[config.mk]
export PLATFORM = sky130hd
export DESIGN_NAME = acc_cam
export DESIGN_NICKNAME = d
export VERILOG_FILES = /design/src/rtl/acc_cam.sv
export SDC_FILE = /design/constraint.sdc
export NUM_CORES = 1
export LEC_CHECK = 0
export ABC_AREA = 1
export CAP_MARGIN = 30
export CORE_ASPECT_RATIO = 1.25
export CORE_MARGIN = 8
export CORE_UTILIZATION = 45
export DETAILED_ROUTE_END_ITERATION = 7
export PLACE_DENSITY = 0.68
export RECOVER_POWER = 25
export SLEW_MARGIN = 20
export SYNTH_ARGS = -nofsm -noshare
export SYNTH_HDL_FRONTEND = slang
export SYNTH_SLANG_ARGS = --single-unit
export TNS_END_PERCENT = 1
[constraint.sdc]
create_clock -name clk -period 5.24 [get_ports clk]
set_input_delay 0.786 -clock clk [delete_from_list [all_inputs] [get_ports clk]]
set_output_delay 0.786 -clock clk [all_outputs]
set_load 0.01 [all_outputs]
[src/rtl/acc_cam.sv]
// acc_cam: 16-entry account-key CAM with sequential scan, or single-cycle parallel match when ACC_CAM_PARALLEL_EN is defined.
module acc_cam #(
  parameter int DATA_W = 64
) (
  input  logic              clk,
  input  logic              rst,
  input  logic              cam_write_en,
  input  logic [3:0]        address_in,
  input  logic [DATA_W-1:0] data_in,
  input  logic              flush,
  input  logic              search_go,
  input  logic [DATA_W-1:0] search_key,
  output logic              busy,
  output logic              search_done,
  output logic              match,
  output logic [3:0]        match_add,
  output logic [3:0]        max_add,
  output logic              cam_empty
);
  typedef enum logic [1:0] {IDLE, SCAN, DONE} state_t;
  state_t state, state_nx;
  logic [DATA_W-1:0] mem [16];
  logic [15:0] valid;
  logic wr, go, hit, scan_end, upd;
  logic [3:0] hit_idx;
  // Writes win over a coincident search_go; flush wins over both.
  assign wr = state == IDLE && cam_write_en && !flush;
  assign go = state == IDLE && search_go && !cam_write_en && !flush;
  assign busy = state != IDLE;
  assign cam_empty = ~|valid;
`ifdef ACC_CAM_PARALLEL_EN
  localparam state_t GO_ST = DONE;
  always_comb begin
    hit = 1'b0;
    hit_idx = '0;
    for (int i = 15; i >= 0; i--)
      if (valid[i] && mem[i] == search_key) begin
        hit = 1'b1;
        hit_idx = 4'(i);
      end
  end
  assign scan_end = 1'b1;
  assign upd = go;
`else
  localparam state_t GO_ST = SCAN;
  logic [DATA_W-1:0] key;
  logic [3:0] idx;
  assign hit = valid[idx] && mem[idx] == key;
  assign hit_idx = idx;
  assign scan_end = hit || idx == 4'd15;
  assign upd = state == SCAN && scan_end;
  always_ff @(posedge clk)
    if (go) begin
      key <= search_key;
      idx <= '0;
    end else if (state == SCAN && !scan_end) idx <= idx + 4'd1;
`endif
  always_comb
    state_nx = flush ? IDLE :
               state == IDLE ? (go ? GO_ST : IDLE) :
               state == SCAN ? (scan_end ? DONE : SCAN) : IDLE;
  always_ff @(posedge clk) state <= rst ? IDLE : state_nx;
  always_ff @(posedge clk) if (wr) mem[address_in] <= data_in;
  always_ff @(posedge clk)
    if (rst || flush) begin
      valid <= '0;
      match <= 1'b0;
      match_add <= '0;
      search_done <= 1'b0;
    end else begin
      if (wr) valid[address_in] <= 1'b1;
      search_done <= state == DONE;
      if (upd) begin
        match <= hit;
        match_add <= hit ? hit_idx : 4'd0;
      end else if (go) begin
        match <= 1'b0;
        match_add <= '0;
      end
    end
  always_comb begin
    max_add = '0;
    for (int i = 0; i < 16; i++) if (valid[i]) max_add = 4'(i);
  end
endmodule

==> impl_summary.txt <==
----------------------------------------------------
[Status]
  Outcome ... finished, final reports clean

[Clock network]
  Clock insertion delay at the later pin of the skew report ... 0.72 ns
  Count of clock tree sinks ... 1120
  TritonCTS clock tree ... yes
  Setup Buffers After CTS ... 0
  Clock slew seen by the registers of the worst setup and hold paths ... 0.07 ns
  Library cell used as clock root buffer ... clkbuf_16
  Post-CTS Hold Fix Bufs ... 0
  Clock tree buffer depth ... 3
  Htree depth ... 3
  Cts bufs inserted ... 108
  Quantity of gates resized following cts ... 0

[Power and ir drop]
  Clock network fraction of design power ... 38.7%
  Leakage ... 0.02018 uW
  Power density over cell area ... 380.5 mW/mm^2
  Switching power total ... 5195 uW
  Relative contribution of sequential cells to total power ... 49.0%
  Switching part of the total ... 25.58%
  P_int ... 15110 uW
  Peak ir drop on the vdd network ... 0.0002663 V
  Fraction of power consumed by combinational cells ... 12.3%

[STA]
  Final period util ... 74.03%
  Final number of max-transition violations ... 0
  Hold slack ... 0.4992 ns
  Setup-failing EPs final ... 0
  Fin Setup TNS ... 0 ns
  Fin. Hold Viols ... 0
  Worst clock skew ... 0.03388 ns
  Post-layout minimum cycle time ... 3.879 ns
  Peak clock frequency supported by timing ... 257.8 MHz
  RSZ-0062 raised after global routing ... no
  Worst Max-Slew Pin Slew ... 1.014 ns
  Max-slew headroom ... 32.40%

[Layout]
  Number of fill cells ... 8733
  Number of nets in the layout ... 4509
  Fraction of final layout cells with drive strength greater than 1 ... 5.845%
  Layout Area Growth over Synthesis ... 13.89%

[Routing]
  Routed wire per std cell ... 21.89 um
  DR WL met3 ... 9999 um
  Highest routing layer actually used ... met5
  Drc violations ... 0
  Vias after detailed routing ... 31650
  Detailed-route vias per instance ... 5.442
  Detail Route met2 WL ... 61270 um
  Total iterations of the first detailed-routing run ... 5
  DRT antenna net count ... 0
  DRT met1 WL ... 51190 um
  Final wirelength ... 127300 um
  Detailed Route Iter0 Violations ... 3526

[Floorplanning]
  Width of the die ... 304.7 um
  Area of the core ... 0.1034 mm^2
  Die Y-Extent ... 376.8 um
  Die Footprint ... 0.1148 mm^2
  # rows ... 132
  Effective utilization at floorplan ... 45.33%
  Number of top-level pins ... 149

[Critical path]
  Startpoint-to-endpoint class of the critical path ... reg -> reg
  Type of destination of the critical path ... flop
  R2R setup slack ... 1.36 ns
  Kind of launch point of the worst setup path ... flop
  Critical path data required time ... 5.83 ns
  Maximum fanout along the worst path ... 76
  WP data arrival ... 4.47 ns

[Synthesis]
  Ranking of synthesized cells by instance count ... 1211 x nand2_1, 1088 x edfxtp_1, 555 x nand3_1, 482 x nor2_1, 335 x inv_1
  Fraction of registers with async set/reset ... 0%
  Instance count of the mapped netlist ... 4261
  Total of warnings raised by yosys ... 0
  Post-synth EDFFs ... 1088
  Count of distinct cell types in the synthesized netlist ... 32
  Syn Std Cell Area ... 0.04687 mm^2
  Syn_area_per_cell ... 11.00 um^2
  Most area-consuming cells after synthesis ... edfxtp_1 70%, nand2_1 9.7%, nand3_1 5.9%
  Cell taking the most area after synthesis ... edfxtp_1
  Top-area cell type share of the netlist area ... 69.71%
  Count of state elements after synthesis ... 1120
  Mapped Nets ... 4399
  Most used DFF post-synth ... edfxtp_1
  Sequential element share of the synthesized area ... 71.08%
  Library cell with the highest instance count after synthesis ... nand2_1

[Worst hold path]
  Worst min-delay path startpoint ... state[1]$_SDFF_PP0_
  Path category of the worst min-delay check ... reg -> reg

[Global route]
  Wire length of the first global-routing pass ... 188300 um
  Largest net degree at the start of global routing ... 167
  All-Layer GR Usage ... 21.53%
  Via count of the first global-routing pass ... 30090
  Total congestion overflow after global routing ... 0
  Antenna violations before repair ... 22

[Placed design]
  Number of input and output port buffers inserted ... 148
  GPL Wtd Cong ... 0.8415
  HPWL after DPL ... 70370 um

[Job]
  Max Cap Violations ... 0

----------------------------------------------------
-- per-stage QoR --
| step | total power, uW | cells | util (%) | setup WS (ns) | cell area (um^2) |
|---|---|---|---|---|---|
| after floorplan | 11860 | 4261 | - | 0.6795 | 46870 |
| after global placement | 12590 | 5598 | 48.07 | 1.361 | 49700 |
| after CTS | 20400 | 5805 | 51.60 | 1.312 | 53350 |
| final | 20310 | 5815 | 51.63 | 1.361 | 53370 |
| after global routing | 20990 | 5812 | 51.62 | 0.9922 | 53370 |
| after detailed placement | 12640 | 5601 | 48.14 | 1.322 | 49770 |
-- cells by family after synthesis --
family	Yosys count	synth area share [%]
xor gates and xnor gates	2	0.03738
adders and majority gates	1	0.02669
AOI/OAI and AO/OA	314	3.778
and+or+nand+nor	2271	19.80
buffers and inverters	553	5.278
DFF	1120	71.08
-- worst max-delay path: stages, from the launching register on --
cell and delay [ns]:
dfxtp_4 0.46, inv_8 0.42, buf_4 0.44, nand2_1 0.10, nand2_1 0.08, nand2_1 0.05, nand3_1 0.10, nand3_1 0.13
nand3_1 0.12, nand2_1 0.19, nor2_1 0.22, nand2_1 0.07, nor2_1 0.09, nand2_1 0.11, nor2_1 0.35, nand3_2 0.22
nand2_2 0.13, nand2_2 0.13, a21oi_1 0.22, nor2_1 0.07
-- layout by cell type, fill, tap and decap left out, drive strengths merged, types with 66 or more instances in the layout --
cell type | synthesis | final
buf | 178 | 66
clkbuf | 36 | 129
dlygate4sd3 | 0 | 99
edfxtp | 1088 | 1088
inv | 338 | 342
nand2 | 1213 | 1213
nand3 | 557 | 557
nor2 | 483 | 483
o211ai | 76 | 76
o21ai | 206 | 206
-- layer usage --
metal / global-route usage (%) / up-vias
li1: - / 14700
met1: 28.31 / 15240
met2: 35.71 / 1436
met3: 3.226 / 269
met4: 9.128 / 6
met5: 0 / -
-- power by group through the flow --
stage               sequential (uW)  clock (uW)  combinational, uW
finish                         9960        7850               2500
global route                   9960        8260               2770
CTS                            9960        7940               2500
detailed placement            10200           0               2490
global placement              10100           0               2440
floorplan                     10100           0               1740
-- final timing paths --
path / endpoint / cells past startpoint
max reg2reg: match_add[3]$_SDFFE_PP0P_ / 19
min: search_done$_SDFF_PP0_ / 2
min reg2reg: search_done$_SDFF_PP0_ / 2
max: match_add[3]$_SDFFE_PP0P_ / 19
-- registers in the layout, indices dropped and copies added, names as in the netlist, named ones only --
register     count
key             64
match            1
search_done      1
match_add        4
mem           1024
valid           16
state            2
hit_idx          4
-- final cells by class --
cell class | count | area [um^2] | area share (%)
diodes | 10 | 25.02 | 0.04688
multi-input cells | 2588 | 11200 | 20.98
well taps | 1340 | 1677 | 3.141
inverters | 339 | 1303 | 2.440
clock inverters | 75 | 743.2 | 1.392
clock buffers | 129 | 2833 | 5.307
repair buffers | 214 | 2267 | 4.248
flip-flops and latches | 1120 | 33330 | 62.44
(Power assumes the default switching activity.)
